<file path="src/rtl/stm_timer.sv">
// Two-segment STM index timer: each segment divides CLK into index steps and
// wraps its index at a programmable modulus, with shadowed settings and SYNC realignment.
module stm_timer_seg (
   input  logic        clk,
   input  logic        rst_n,
   input  logic        update,
   input  logic        sync,
   input  logic [15:0] cycle_in,
   input  logic [15:0] div_in,
   output logic [15:0] idx,
   output logic        wrap
);
   logic [15:0] presc_q, presc_d;
   logic [15:0] idx_q, idx_d;
   logic [15:0] act_cycle_q, act_cycle_d;
   logic [15:0] act_div_q, act_div_d;
   logic [15:0] sh_cycle_q, sh_cycle_d;
   logic [15:0] sh_div_q, sh_div_d;
   logic        pend_q, pend_d;
   logic        wrap_q, wrap_d;
   logic [15:0] eff_div, eff_cycle;
   logic        tick, at_end;

   always_comb begin
      eff_div     = (act_div_q == 16'd0) ? 16'd1 : act_div_q;
      eff_cycle   = (act_cycle_q == 16'd0) ? 16'd1 : act_cycle_q;
      // >= keeps the step well-defined even if the prescaler ever exceeds the divisor
      tick        = (presc_q >= eff_div - 16'd1);
      at_end      = (idx_q >= eff_cycle - 16'd1);
      presc_d     = presc_q;
      idx_d       = idx_q;
      act_cycle_d = act_cycle_q;
      act_div_d   = act_div_q;
      sh_cycle_d  = sh_cycle_q;
      sh_div_d    = sh_div_q;
      pend_d      = pend_q;
      wrap_d      = 1'b0;
      if (sync) begin
         presc_d = 16'd0;
         idx_d   = 16'd0;
         pend_d  = 1'b0;
         if (update) begin
            sh_cycle_d  = cycle_in;
            sh_div_d    = div_in;
            act_cycle_d = cycle_in;
            act_div_d   = div_in;
         end else if (pend_q) begin
            act_cycle_d = sh_cycle_q;
            act_div_d   = sh_div_q;
         end
      end else begin
         presc_d = tick ? 16'd0 : presc_q + 16'd1;
         if (tick) begin
            if (at_end) begin
               idx_d  = 16'd0;
               wrap_d = 1'b1;
               if (pend_q) begin
                  act_cycle_d = sh_cycle_q;
                  act_div_d   = sh_div_q;
                  pend_d      = 1'b0;
               end
            end else begin
               idx_d = idx_q + 16'd1;
            end
         end
         // an update landing on a wrap edge stays pending for the following wrap
         if (update) begin
            sh_cycle_d = cycle_in;
            sh_div_d   = div_in;
            pend_d     = 1'b1;
         end
      end
   end

   always_ff @(posedge clk or negedge rst_n) begin
      if (!rst_n) begin
         presc_q     <= 16'd0;
         idx_q       <= 16'd0;
         act_cycle_q <= 16'd1;
         act_div_q   <= 16'd1;
         sh_cycle_q  <= 16'd1;
         sh_div_q    <= 16'd1;
         pend_q      <= 1'b0;
         wrap_q      <= 1'b0;
      end else begin
         presc_q     <= presc_d;
         idx_q       <= idx_d;
         act_cycle_q <= act_cycle_d;
         act_div_q   <= act_div_d;
         sh_cycle_q  <= sh_cycle_d;
         sh_div_q    <= sh_div_d;
         pend_q      <= pend_d;
         wrap_q      <= wrap_d;
      end
   end

   assign idx  = idx_q;
   assign wrap = wrap_q;
endmodule

module stm_timer (
   input  logic        CLK,
   input  logic        RST_N,
   input  logic        UPDATE_SETTINGS,
   input  logic [15:0] CYCLE_0,
   input  logic [15:0] CYCLE_1,
   input  logic [15:0] FREQ_DIV_0,
   input  logic [15:0] FREQ_DIV_1,
   input  logic        SYNC,
   output logic [15:0] IDX_0_OUT,
   output logic [15:0] IDX_1_OUT,
   output logic        WRAP_0,
   output logic        WRAP_1
);
   localparam int NUM_SEG = 2;

   logic [NUM_SEG-1:0][15:0] cycle_in, div_in, idx;
   logic [NUM_SEG-1:0]       wrap;

   assign cycle_in = {CYCLE_1, CYCLE_0};
   assign div_in   = {FREQ_DIV_1, FREQ_DIV_0};

   for (genvar g = 0; g < NUM_SEG; g++) begin : g_seg
      stm_timer_seg u_seg (
         .clk      (CLK),
         .rst_n    (RST_N),
         .update   (UPDATE_SETTINGS),
         .sync     (SYNC),
         .cycle_in (cycle_in[g]),
         .div_in   (div_in[g]),
         .idx      (idx[g]),
         .wrap     (wrap[g])
      );
   end

   assign IDX_0_OUT = idx[0];
   assign IDX_1_OUT = idx[1];
   assign WRAP_0    = wrap[0];
   assign WRAP_1    = wrap[1];
endmodule

</file>
<file path="config.mk">
export PLATFORM = sky130hd
export DESIGN_NAME = stm_timer
export DESIGN_NICKNAME = d
export VERILOG_FILES = /design/src/rtl/stm_timer.sv
export SDC_FILE = /design/constraint.sdc
export NUM_CORES = 1
export LEC_CHECK = 0
export BUFFER_PORTS_ARGS = -buffer_cell sky130_fd_sc_hd__buf_2
export CAP_MARGIN = 0
export CORE_ASPECT_RATIO = 2
export CORE_MARGIN = 2
export CORE_UTILIZATION = 60
export CTS_BUF_LIST = sky130_fd_sc_hd__clkbuf_4 sky130_fd_sc_hd__clkbuf_8
export DETAILED_ROUTE_END_ITERATION = 10
export GPL_TIMING_DRIVEN = 0
export MAX_ROUTING_LAYER = met4
export PLACE_DENSITY = 0.83
export SLEW_MARGIN = 20
export SYNTH_ARGS = -nofsm -noshare
export SYNTH_HDL_FRONTEND = slang
export SYNTH_HIERARCHICAL = 1
export SYNTH_SLANG_ARGS = --single-unit
</file>
<file path="constraint.sdc">
create_clock -name CLK -period 4.8 [get_ports CLK]
set_input_delay 0.48 -clock CLK [delete_from_list [all_inputs] [get_ports CLK]]
set_output_delay 0.48 -clock CLK [all_outputs]
set_load 0.02 [all_outputs]
</file>
After elaboration in Yosys (flattened, before gate mapping)
Index checks and enable logic that the tools add are counted.
Word-level totals
  flip-flop bits (word level): 196
  output and inout bits: 34
Cells by class
  order comparisons: 4
  reduce and logical (&&, ||, !) cells: 16
  $add $sub $neg: 8
  muxes and demuxes: 48
Operators with widths (count)
  $mux 16: 34
  $add 16x1->16 const B: 4
  $ge 16x16->1: 4
  $logic_not 16->1: 4
  $sub 16x1->16 const B: 4
  $mux 1: 14
  $reduce_bool 3->1: 4
  $reduce_and 2->1: 4
  $reduce_bool 2->1: 4

Logic depth before layout (Yosys ltp)
Gate-level depths: netlist of the first run.
  depth in word-level cells: 8
  gate-level depth with buffers: 19

By module
The synthesis of the first run kept the hierarchy.
Modules (own cells, without submodules)
  stm_timer_seg (g_seg[0].u_seg): cells each 579, area each 5921.9 um^2, instances 1, sequential area each 2457.4 um^2
  stm_timer_seg (g_seg[1].u_seg): cells each 584, area each 5920.7 um^2, instances 1, sequential area each 2457.4 um^2

Worst setup path after synthesis of the first run
Ideal clock, no wire load.
  path type: reg-to-reg
  from: reg g_seg[0].u_seg.act_cycle_q[9]
  to: reg g_seg[0].u_seg.act_cycle_q[9]
  data required time: 4.672 ns
  buffers on the path: 2
  cell stages (with the launch flop): 19
  path slack: 0.527 ns
  arrival: 4.145 ns
  cell sequence: dfrtp_1 or4_1 or3_1 nor3b_1 a31oi_1 ha_1 and2_1 nand2_1 nor3_1 xnor2_1 ha_1 nand4_1 nor3_1 nor4b_1 or4_1 buf_4 nand2_4 buf_6 mux2_1
Between the ends
  longest elaborated chain between the ends: 6
Ends and longest elaborated chain
  from (decl): line 15  | logic [15:0] act_cycle_q, act_cycle_d;
  from (signal assigned): line 88  | act_cycle_q <= act_cycle_d;
  $logic_not 16->1: line 26  | eff_cycle = (act_cycle_q == 16'd0) ? 16'd1 : act_cycle_q;
  $mux 16: line 26
  $sub 16x1->16: line 29  | at_end = (idx_q >= eff_cycle - 16'd1);
  $ge 16x16->1: line 29
  $reduce_bool 2->1 (no source line)
  $reduce_and 2->1 (no source line)
Parallel ways exist; a longest one is shown, timed or not. The select of a mux whose other input is x is not followed.
A chain may end at the register's enable or synchronous reset.

Worst setup path after layout of the first run
  from: reg g_seg[0].u_seg.act_cycle_q[9]
  to: reg g_seg[0].u_seg.act_cycle_q[14]
Between the ends
  longest elaborated chain between the ends: 6
Ends and longest elaborated chain (line)
  $logic_not 16->1: 26
  $mux 16 (*): 26
  $sub 16x1->16 (*): 29
  $ge 16x16->1 (*): 29
  $reduce_bool 2->1 (no source line) (*)
  $reduce_and 2->1 (no source line) (*)
Mark *: on every way between the ends. The rest lies on a longest branch, timed or not.

==> flow_metrics.py, run 1 <==
metrics = {
    "run_status": {
        "status": "complete, no violations",
    },
    "global_routing": {
        "grt_pass1_wl_um": 47100,
        "grt_max_degree": 80,
        "track_usage": 0.299,
        "antenna_found_initial": 1,
        "gr-total-overflow": 0,
        "grt_pass1_vias": 9875,
    },
    "power": {
        "seqPwrFrac": 0.472,
        "clkPwrFrac": 0.281,
        "comb_power_share": 0.247,
        "netSwitchingFraction": 0.321,
        "power.density_nw_per_um2": 345,
        "p_leak_nw": 6.02,
        "ir_drop_v": 0.000362,
        "p_switching_mw": 1.48,
        "p_int_mw": 3.14,
    },
    "logic_synthesis": {
        "syn_area_um2": 11800,
        "synth_top_area_cell": "dfrtp_1",
        "syn_nets": 1303,
        "synthTopCellsByCount": "dfrtp_1 (188), nor2_1 (135), a21oi_1 (95)",
        "ys_dominant_reg_cell": "dfrtp_1",
        "synth.avg_cell_area_um2": 10.2,
        "synth.most_common_cell": "dfrtp_1",
        "synth-edff-count": 0,
        "synth_top_area_frac": 0.397,
        "ys_seq_area_frac": 0.415,
        "yosysWarnings": 6,
        "synth_async_sr_flop_share": 1.00,
        "syn-instance-count": 1163,
        "synth-seq-cells": 196,
        "synth_cell_types": 65,
        "synth_area_leaders": "dfrtp_1 (40%), mux2_2 (8.9%), ha_1 (7.6%), mux2i_1 (5.5%), nor2_1 (4.3%)",
    },
    "placed_design": {
        "portBuffers": 100,
        "dpl_cell_area_um2": 12700,
        "gp_congestion": 0.934,
        "dp.cells": 1524,
        "hpwlAfterDp_um": 21500,
    },
    "flow_run": {
        "cap_violations": 0,
    },
    "drt": {
        "wl_um": 29000,
        "drc": 0,
        "route.vias.total": 9430,
        "vias_per_cell": 6.04,
        "wire_per_inst_um": 18.6,
        "drtAntennaViolNets": 0,
        "drt_iter0_markers": 296,
        "first_pass_iters": 4,
    },
    "clock_network": {
        "cts_tree": "yes",
        "root_buffer": "clkbuf_8",
        "numCtsBuffers": 17,
        "clkLatencyLatePin_ns": 0.51,
        "cts_sinks": 196,
        "htree_num_levels": 4,
        "cts.clk_slew.worst_paths_ns": 0.10,
        "clk_path_buf_depth": 2,
    },
    "die": {
        "dieArea_um2": 20900,
        "start_util": 0.611,
        "die_x_um": 103,
        "io_pins": 102,
        "die_h_um": 203,
        "coreArea_um2": 19400,
        "fp-row-count": 72,
    },
    "sta": {
        "hold_violations": 0,
        "fin_crit_ns": 4.60,
        "worst_slew_pin_slew_ns": 0.828,
        "fin_crit_sh": 0.959,
        "finalMaxSlewViolations": 0,
        "slew_headroom": 0.448,
        "fmax_mhz": 217,
        "clock_skew_ns": 0.0105,
        "setup_viol": 0,
    },
    "final_layout": {
        "drive_above_1_share": 0.225,
        "fin_cells": 1560,
        "fin_area_um2": 13400,
        "postLayoutCoreUtil": 0.691,
        "fill_cells": 1474,
        "area_delta_synth_final_pct": 13.1,
        "nets": 1427,
    },
    "critical_path": {
        "critPathArrivalTime_ns": 5.00,
        "worstPathRequired_ns": 5.19,
        "cp-start-kind": "flip-flop",
        "cp-end-kind": "flip-flop",
        "critPathMaxStageDelay_ns": 0.57,
        "worstSetupPathType": "flip-flop to flip-flop",
        "cpMaxStageDelayCell": "or4_4",
        "path_cells": "or4_4 -> or3_4 -> nor3b_2 -> a31oi_1 -> ha_2 -> and2_2 -> nand2_2 -> nor3_1 -> xnor2_1 -> ha_1 -> nand4_1 -> nor3_2 -> nor4b_4 -> or4_1 -> buf_4 -> nand2_4 -> buf_8 -> mux2_1",
        "cp_max_fo": 10,
    },
    "min_path": {
        "hp-class": "input port to flip-flop",
    },
}
[cells in the final DEF (no fill, tap or decap), drive strengths merged, types with 6 or more instances in the layout]
cell type | synthesis | layout
dfrtp | 188 | 188
nor2 | 136 | 136
mux2 | 125 | 125
buf | 17 | 121
a21oi | 96 | 96
ha | 72 | 72
nand2 | 70 | 70
mux2i | 65 | 65
clkbuf | 31 | 49
o21ai | 48 | 48
xnor2 | 37 | 37
xor2 | 32 | 32
a22o | 27 | 27
nor3 | 27 | 27
nand3 | 25 | 25
inv | 21 | 25
and3 | 15 | 15
nor2b | 15 | 15
nor4 | 15 | 15
nand4 | 10 | 10
dfstp | 8 | 8
or4 | 8 | 8
nand2b | 7 | 7
bufinv | 0 | 6
nand3b | 6 | 6
a31oi | 6 | 6
[through the flow]
step           setup WS, ns  power (mW)  hold slack [ns]  TNS, ns
6_report              0.196        4.62            0.214        0
5_1_grt             -0.0407        4.87            0.184   -0.482
4_1_cts              0.0237        4.61            0.173        0
3_5_place_dp         -0.228        3.29            0.398    -9.10
3_3_place_gp         -0.142        3.22            0.489    -5.85
2_1_floorplan         0.527        2.95            0.184        0
[cell families after synthesis]
logic type | synth area share
fa+ha+maj | 0.0761
xor+xnor | 0.0510
simple gates | 0.151
flops | 0.415
buf+inv | 0.0259
compound gates | 0.107
mux | 0.174
[final timing paths]
| check | from | to | slack, ns | depth (start not counted) |
|---|---|---|---|---|
| max | g_seg[0].u_seg/act_cycle_q[9] | g_seg[0].u_seg/act_cycle_q[14] | 0.20 | 18 |
| min | FREQ_DIV_0[7] | g_seg[0].u_seg/sh_div_q[7] | 0.21 | 2 |
| max reg2reg | g_seg[0].u_seg/act_cycle_q[9] | g_seg[0].u_seg/act_cycle_q[14] | 0.20 | 18 |
| min reg2reg | g_seg[1].u_seg/sh_cycle_q[5] | g_seg[1].u_seg/sh_cycle_q[5] | 0.52 | 1 |
| max in group asynchronous | RST_N | g_seg[0].u_seg/sh_cycle_q[0] | 3.60 | 3 |
| min in group asynchronous | RST_N | g_seg[0].u_seg/sh_div_q[6] | 0.45 | 2 |
[power groups by stage]
| stage | combinational, mW | clock (mW) | sequential (mW) |
|---|---|---|---|
| 6_report | 1.14 | 1.30 | 2.18 |
| 5_1_grt | 1.27 | 1.38 | 2.22 |
| 4_1_cts | 1.12 | 1.33 | 2.16 |
| 3_5_place_dp | 1.10 | 0 | 2.19 |
| 3_3_place_gp | 1.04 | 0 | 2.18 |
| 2_1_floorplan | 0.839 | 0 | 2.11 |
[sequential cells by signal, summed over array words and instances, names as in the netlist]
register	flops
g_seg.u_seg/act_cycle_q	32
g_seg.u_seg/act_div_q	32
g_seg.u_seg/idx	32
g_seg.u_seg/pend_q	2
g_seg.u_seg/presc_q	32
g_seg.u_seg/sh_cycle_q	32
g_seg.u_seg/sh_div_q	32
g_seg.u_seg/wrap	2
[layout make-up]
type / count / area [um2] / share of cell area
clock inverter: 14 / 244 / 0.0182
buffer: 48 / 250 / 0.0187
antenna: 1 / 2.50 / 0.000187
clock buffer: 18 / 241 / 0.0180
tap: 259 / 324 / 0.0242
inverter: 21 / 78.8 / 0.00589
multi-input combinational: 898 / 6740 / 0.504
timing repair buffer: 105 / 591 / 0.0441
sequential: 196 / 4920 / 0.367
[critical path, delay by kind of cell, from the launching register on]
kind	cells	cell delay, ns
xor gates and xnor gates	1	0.14
muxes	1	0.33
adders and majority gates	2	0.52
and+or+nand+nor	11	2.52
buffers and inverters	2	0.37
DFF	1	0.48
AOI/OAI and AO/OA	1	0.14
[timing repair]
action / CTS / global route
setup endpoints to repair: 54 / 117
pin swaps: 0 / 2
hold buffers: 1 / 0
hold endpoints to repair: 39 / 0
gates resized for setup: 7 / 29
setup buffers: 0 / 2
[layer usage]
layer / wire, um / track usage / up-vias
met1: 9980 / 0.279 / 4622
met4: 1830 / 0.207 / 0
met3: 922 / 0.0537 / 113
met5: 0 / - / -
li1: - / - / 4431
met2: 16200 / 0.527 / 264
(Power assumes the default switching activity.)
==> run 2, diff against run 1 <==
CORE_ASPECT_RATIO = 0.5   (was 2)
==> run 2 against run 1 <==
Routed wire length fell by 4.7%. Total power fell by 1.0%. Sequential power barely moved. First-iteration DRC count rose by 91%. Via count fell by 0.29%. Final cell count rose by 0.32%. Fmax fell by 1.3%. Largest cell class unchanged.
==> flow_metrics.py, run 2 (synthesis gave the netlist of run 1 again) <==
metrics = {
    "drt": {
        "drtAntennaViolNets": 0,
        "drt_iter0_markers": 566,
        "drc": 0,
        "first_pass_iters": 5,
        "wire_per_inst_um": 17.6,
        "wl_um": 27600,
        "route.vias.total": 9403,
        "vias_per_cell": 6.01,
    },
    "power": {
        "p_leak_nw": 5.99,
        "ir_drop_v": 0.000280,
        "power.density_nw_per_um2": 344,
        "p_total_mw": 4.57,
    },
    "clock_network": {
        "htree_num_levels": 4,
        "numCtsBuffers": 17,
        "cts.clk_slew.worst_paths_ns": 0.11,
        "root_buffer": "clkbuf_8",
        "cts_tree": "yes",
        "cts_sinks": 196,
        "clk_path_buf_depth": 2,
        "clkLatencyLatePin_ns": 0.50,
    },
    "final_layout": {
        "fin_cells": 1565,
        "area_delta_synth_final_pct": 12.2,
        "fin_area_um2": 13300,
        "drive_above_1_share": 0.219,
        "nets": 1426,
        "final_common_cell": "dfrtp_1",
        "antenna_cells": 0,
        "postLayoutCoreUtil": 0.685,
        "final_cell_mix": "dfrtp_1 (187), nor2_1 (135), buf_2 (104)",
        "fill_cells": 1449,
    },
    "run_status": {
        "status": "complete, no violations",
    },
    "critical_path": {
        "critPathMaxStageDelay_ns": 0.56,
        "worst-r2r-setup-slack_ns": 0.14,
        "cp_max_fo": 10,
        "r2r_cells": 18,
        "cp-start-kind": "flip-flop",
        "path_cells": "or4_4 -> or3_4 -> nor3b_2 -> a31oi_1 -> ha_2 -> and2_1 -> nand2_1 -> nor3_1 -> xnor2_1 -> ha_1 -> nand4_1 -> nor3_2 -> nor4b_2 -> or4_1 -> buf_4 -> nand2_4 -> buf_6 -> mux2_1",
        "critPathArrivalTime_ns": 5.04,
        "worstSetupPathType": "flip-flop to flip-flop",
        "worstPathRequired_ns": 5.17,
        "cpMaxStageDelayCell": "or4_4",
        "cp-end-kind": "flip-flop",
    },
    "global_routing": {
        "track_usage": 0.275,
        "grt_pass1_vias": 9138,
        "antenna_found_initial": 0,
        "grt_max_degree": 90,
        "gr-total-overflow": 0,
        "grt_pass1_wl_um": 44600,
    },
    "sta": {
        "finalMaxSlewViolations": 0,
        "slew_headroom": 0.497,
        "fmax_mhz": 214,
        "fin_crit_sh": 0.971,
        "whs_ns": 0.225,
        "clock_skew_ns": 0.0137,
        "fin_crit_ns": 4.66,
        "setup_viol": 0,
        "worst_slew_pin_slew_ns": 0.755,
        "hold_violations": 0,
    },
    "min_path": {
        "whs_path_depth": 2,
        "hp-class": "input port to flip-flop",
    },
    "placed_design": {
        "dp.cells": 1531,
        "hpwlAfterDp_um": 20100,
        "dpl_cell_area_um2": 12700,
        "portBuffers": 100,
        "gp_congestion": 0.858,
    },
    "die": {
        "coreArea_um2": 19400,
        "die_h_um": 103,
        "die_x_um": 203,
        "fp-row-count": 36,
        "start_util": 0.610,
        "dieArea_um2": 20900,
        "io_pins": 102,
    },
    "flow_run": {
        "cap_violations": 0,
    },
}
## run 2: area by class of cell
| type | count | area (um2) | share of cell area |
|---|---|---|---|
| multi-input combinational | 898 | 6670 | 0.502 |
| sequential | 196 | 4920 | 0.370 |
| timing repair buffer | 104 | 583 | 0.0439 |
| tap | 266 | 333 | 0.0250 |
| clock buffer | 19 | 262 | 0.0197 |
| buffer | 48 | 236 | 0.0178 |
| clock inverter | 13 | 211 | 0.0159 |
| inverter | 21 | 78.8 | 0.00593 |
## run 2: repair_timing
action,CTS,global route
endpoints found under the hold margin,36,0
gates resized for setup,1,22
setup endpoints to repair,1,102
setup buffers,0,1
hold buffers,1,0
## run 2: worst max-delay path, delay by kind of cell (launching register included)
family	cells	cell delay [ns]
AOI/OAI and AO/OA	1	0.16
xor gates and xnor gates	1	0.13
adders and majority gates	2	0.53
buffers and inverters	2	0.37
DFF	1	0.48
muxes	1	0.35
and+or+nand+nor	11	2.50
## run 2: routing by layer
metal | share of wire | vias to the layer above | GRT usage
li1 | - | 4441 | -
met2 | 0.50 | 262 | 0.476
met4 | 0.012 | 0 | 0.0713
met3 | 0.044 | 32 | 0.0445
met5 | 0 | - | -
met1 | 0.44 | 4668 | 0.344
## run 2: power breakdown
part           total (mW)  switching [mW]  internal (mW)
Clock                1.27           0.651          0.615
Sequential           2.18           0.294           1.88
Combinational        1.13           0.560          0.566
## run 2: stage by stage
| step | TNS, ns | worst slack, ns |
|---|---|---|
| after floorplan | 0 | 0.527 |
| after global placement | 0 | 0.0518 |
| after detailed placement | 0 | 0.0642 |
| after CTS | 0 | 0.0411 |
| after global routing | -1.28 | -0.0810 |
| final | 0 | 0.137 |
## run 2: worst paths after layout
path	startpoint	to
max in group asynchronous	RST_N	g_seg[1].u_seg/act_cycle_q[0]
worst min register to register	g_seg[1].u_seg/presc_q[0]	g_seg[1].u_seg/presc_q[0]
min in group asynchronous	RST_N	g_seg[0].u_seg/idx[10]
worst max-delay path	g_seg[0].u_seg/act_cycle_q[9]	g_seg[0].u_seg/act_cycle_q[6]
worst min-delay path	CYCLE_1[2]	g_seg[1].u_seg/sh_cycle_q[2]
worst max register to register	g_seg[0].u_seg/act_cycle_q[9]	g_seg[0].u_seg/act_cycle_q[6]
==> run 3, diff against run 2 <==
clock period = 5.85 ns   (was 4.8 ns; I/O delays follow)
==> run 3 against run 2 <==
Critical path depth did not move. Total power fell by 18%. Highest routed layer unchanged. Setup slack improved by 0.83 ns. Register-to-register slack improved by 0.83 ns. Clock power fell by 18%. Global-route usage barely moved. Fmax fell by 4.6%. Critical endpoint unchanged. Clock-buffer cell count did not move. Via count fell by 0.69%.
==> flow_metrics.py, run 3 (synthesis gave the netlist of run 1 again) <==
metrics = {
    "power": {
        "ir_drop_v": 0.000231,
        "power.density_nw_per_um2": 282,
        "p_leak_nw": 5.97,
    },
    "sta": {
        "rsz0062_at_grt": "no",
        "hold_violations": 0,
        "worst_slew_pin_slew_ns": 0.847,
        "tns_ns": 0,
        "setup_viol": 0,
        "fin_crit_ns": 4.89,
        "fmax_mhz": 205,
        "slew_headroom": 0.430,
        "finalMaxSlewViolations": 0,
        "fin_crit_sh": 0.835,
        "clock_skew_ns": 0.0161,
    },
    "placed_design": {
        "gp_congestion": 0.858,
        "dp.cells": 1531,
        "hpwlAfterDp_um": 20100,
        "portBuffers": 100,
        "dpl_cell_area_um2": 12700,
    },
    "clock_network": {
        "cts_sinks": 196,
        "cts_tree": "yes",
        "cts_hold_buffers": 1,
        "cts.clk_slew.worst_paths_ns": 0.11,
        "post_cts_resize_count": 0,
        "clkLatencyLatePin_ns": 0.50,
        "numCtsBuffers": 17,
        "clk_path_buf_depth": 2,
        "htree_num_levels": 4,
        "cts_setup_buffers": 0,
        "root_buffer": "clkbuf_8",
    },
    "final_layout": {
        "drive_above_1_share": 0.204,
        "fill_cells": 1460,
        "final_common_cell": "dfrtp_1",
        "nets": 1425,
        "multi_input_area_um2": 6620,
        "postLayoutCoreUtil": 0.681,
        "final_cell_mix": "dfrtp_1 (188), nor2_1 (135), buf_2 (104)",
        "antenna_cells": 0,
        "fin_area_um2": 13200,
        "area_delta_synth_final_pct": 11.7,
        "regArea_um2": 4910,
        "fin_cells": 1564,
    },
    "global_routing": {
        "antenna_found_initial": 0,
        "track_usage": 0.275,
        "grt_max_degree": 90,
        "gr-total-overflow": 0,
        "grt_pass1_vias": 9135,
        "grt_pass1_wl_um": 44600,
    },
    "flow_run": {
        "cap_violations": 0,
    },
    "run_status": {
        "status": "complete, no violations",
    },
    "critical_path": {
        "critPathMaxStageDelay_ns": 0.60,
        "cpMaxStageDelayCell": "or4_1",
        "cp-end-kind": "flip-flop",
        "critPathArrivalTime_ns": 5.26,
        "worstSetupPathType": "flip-flop to flip-flop",
        "cp-start-kind": "flip-flop",
        "cp_max_fo": 10,
        "worstPathRequired_ns": 6.23,
        "path_cells": "or4_1 -> or3_1 -> nor3b_1 -> a31oi_1 -> ha_1 -> and2_1 -> nand2_1 -> nor3_1 -> xnor2_1 -> ha_1 -> nand4_1 -> nor3_1 -> nor4b_1 -> or4_1 -> buf_4 -> nand2_4 -> buf_6 -> mux2_1",
    },
    "die": {
        "start_util": 0.610,
        "die_h_um": 103,
        "dieArea_um2": 20900,
        "coreArea_um2": 19400,
        "fp-row-count": 36,
        "die_x_um": 203,
        "io_pins": 102,
    },
    "drt": {
        "wire_per_inst_um": 17.4,
        "drc": 0,
        "vias_per_cell": 5.97,
        "drt_iter0_markers": 491,
        "wl_um": 27300,
        "first_pass_iters": 7,
        "drtAntennaViolNets": 0,
        "route.vias.total": 9338,
    },
    "min_path": {
        "hp-class": "input port to flip-flop",
    },
}
## run 3: per-stage QoR
step | power, mW | setup WS (ns) | hold WS, ns
after floorplan | 2.42 | 1.58 | 0.289
after global placement | 2.62 | 0.997 | 0.488
after detailed placement | 2.71 | 1.11 | 0.478
after CTS | 3.75 | 1.05 | 0.303
after global routing | 3.95 | 0.751 | 0.314
final | 3.73 | 0.964 | 0.326
## run 3: cell type report
cell class,instances,share of cell area
inverters,21,0.00596
well taps,266,0.0252
multi-input cells,898,0.501
clock inverters,13,0.0160
clock buffers,19,0.0198
plain buffers,48,0.0172
flip-flops and latches,196,0.372
repair buffers,103,0.0435
## run 3: final timing paths
check	start	to	slack, ns	cells after the start
min	CYCLE_0[2]	g_seg[0].u_seg/sh_cycle_q[2]	0.33	2
min in group asynchronous	RST_N	g_seg[0].u_seg/idx[10]	0.54	2
max in group asynchronous	RST_N	g_seg[1].u_seg/sh_cycle_q[0]	4.17	4
max reg2reg	g_seg[0].u_seg/act_cycle_q[9]	g_seg[0].u_seg/act_cycle_q[6]	0.96	18
max	g_seg[0].u_seg/act_cycle_q[9]	g_seg[0].u_seg/act_cycle_q[6]	0.96	18
min reg2reg	g_seg[1].u_seg/presc_q[0]	g_seg[1].u_seg/presc_q[0]	0.52	1
## run 3: critical path: cells and delay by family (launching register included)
family                     cells  cell delay, ns
muxes                          1            0.33
xor gates and xnor gates       1            0.13
buffers and inverters          2            0.34
adders and majority gates      2            0.56
AOI/OAI and AO/OA              1            0.16
DFF                            1            0.48
and+or+nand+nor               11            2.74
## run 3: report_power, final
group | total (mW) | leakage [nW] | internal (mW) | switching, mW
clock network | 1.04 | 0.238 | 0.505 | 0.535
logic | 0.908 | 3.33 | 0.457 | 0.451
registers | 1.78 | 2.40 | 1.55 | 0.238
total | 3.73 | 5.97 | 2.51 | 1.22
## run 3: per-layer routing
layer / share of wire / global-route usage / routed length [um]
met4: 0.013 / 0.0713 / 342
met3: 0.045 / 0.0445 / 1230
met5: 0 / - / 0
met2: 0.50 / 0.476 / 13700
met1: 0.44 / 0.344 / 12000
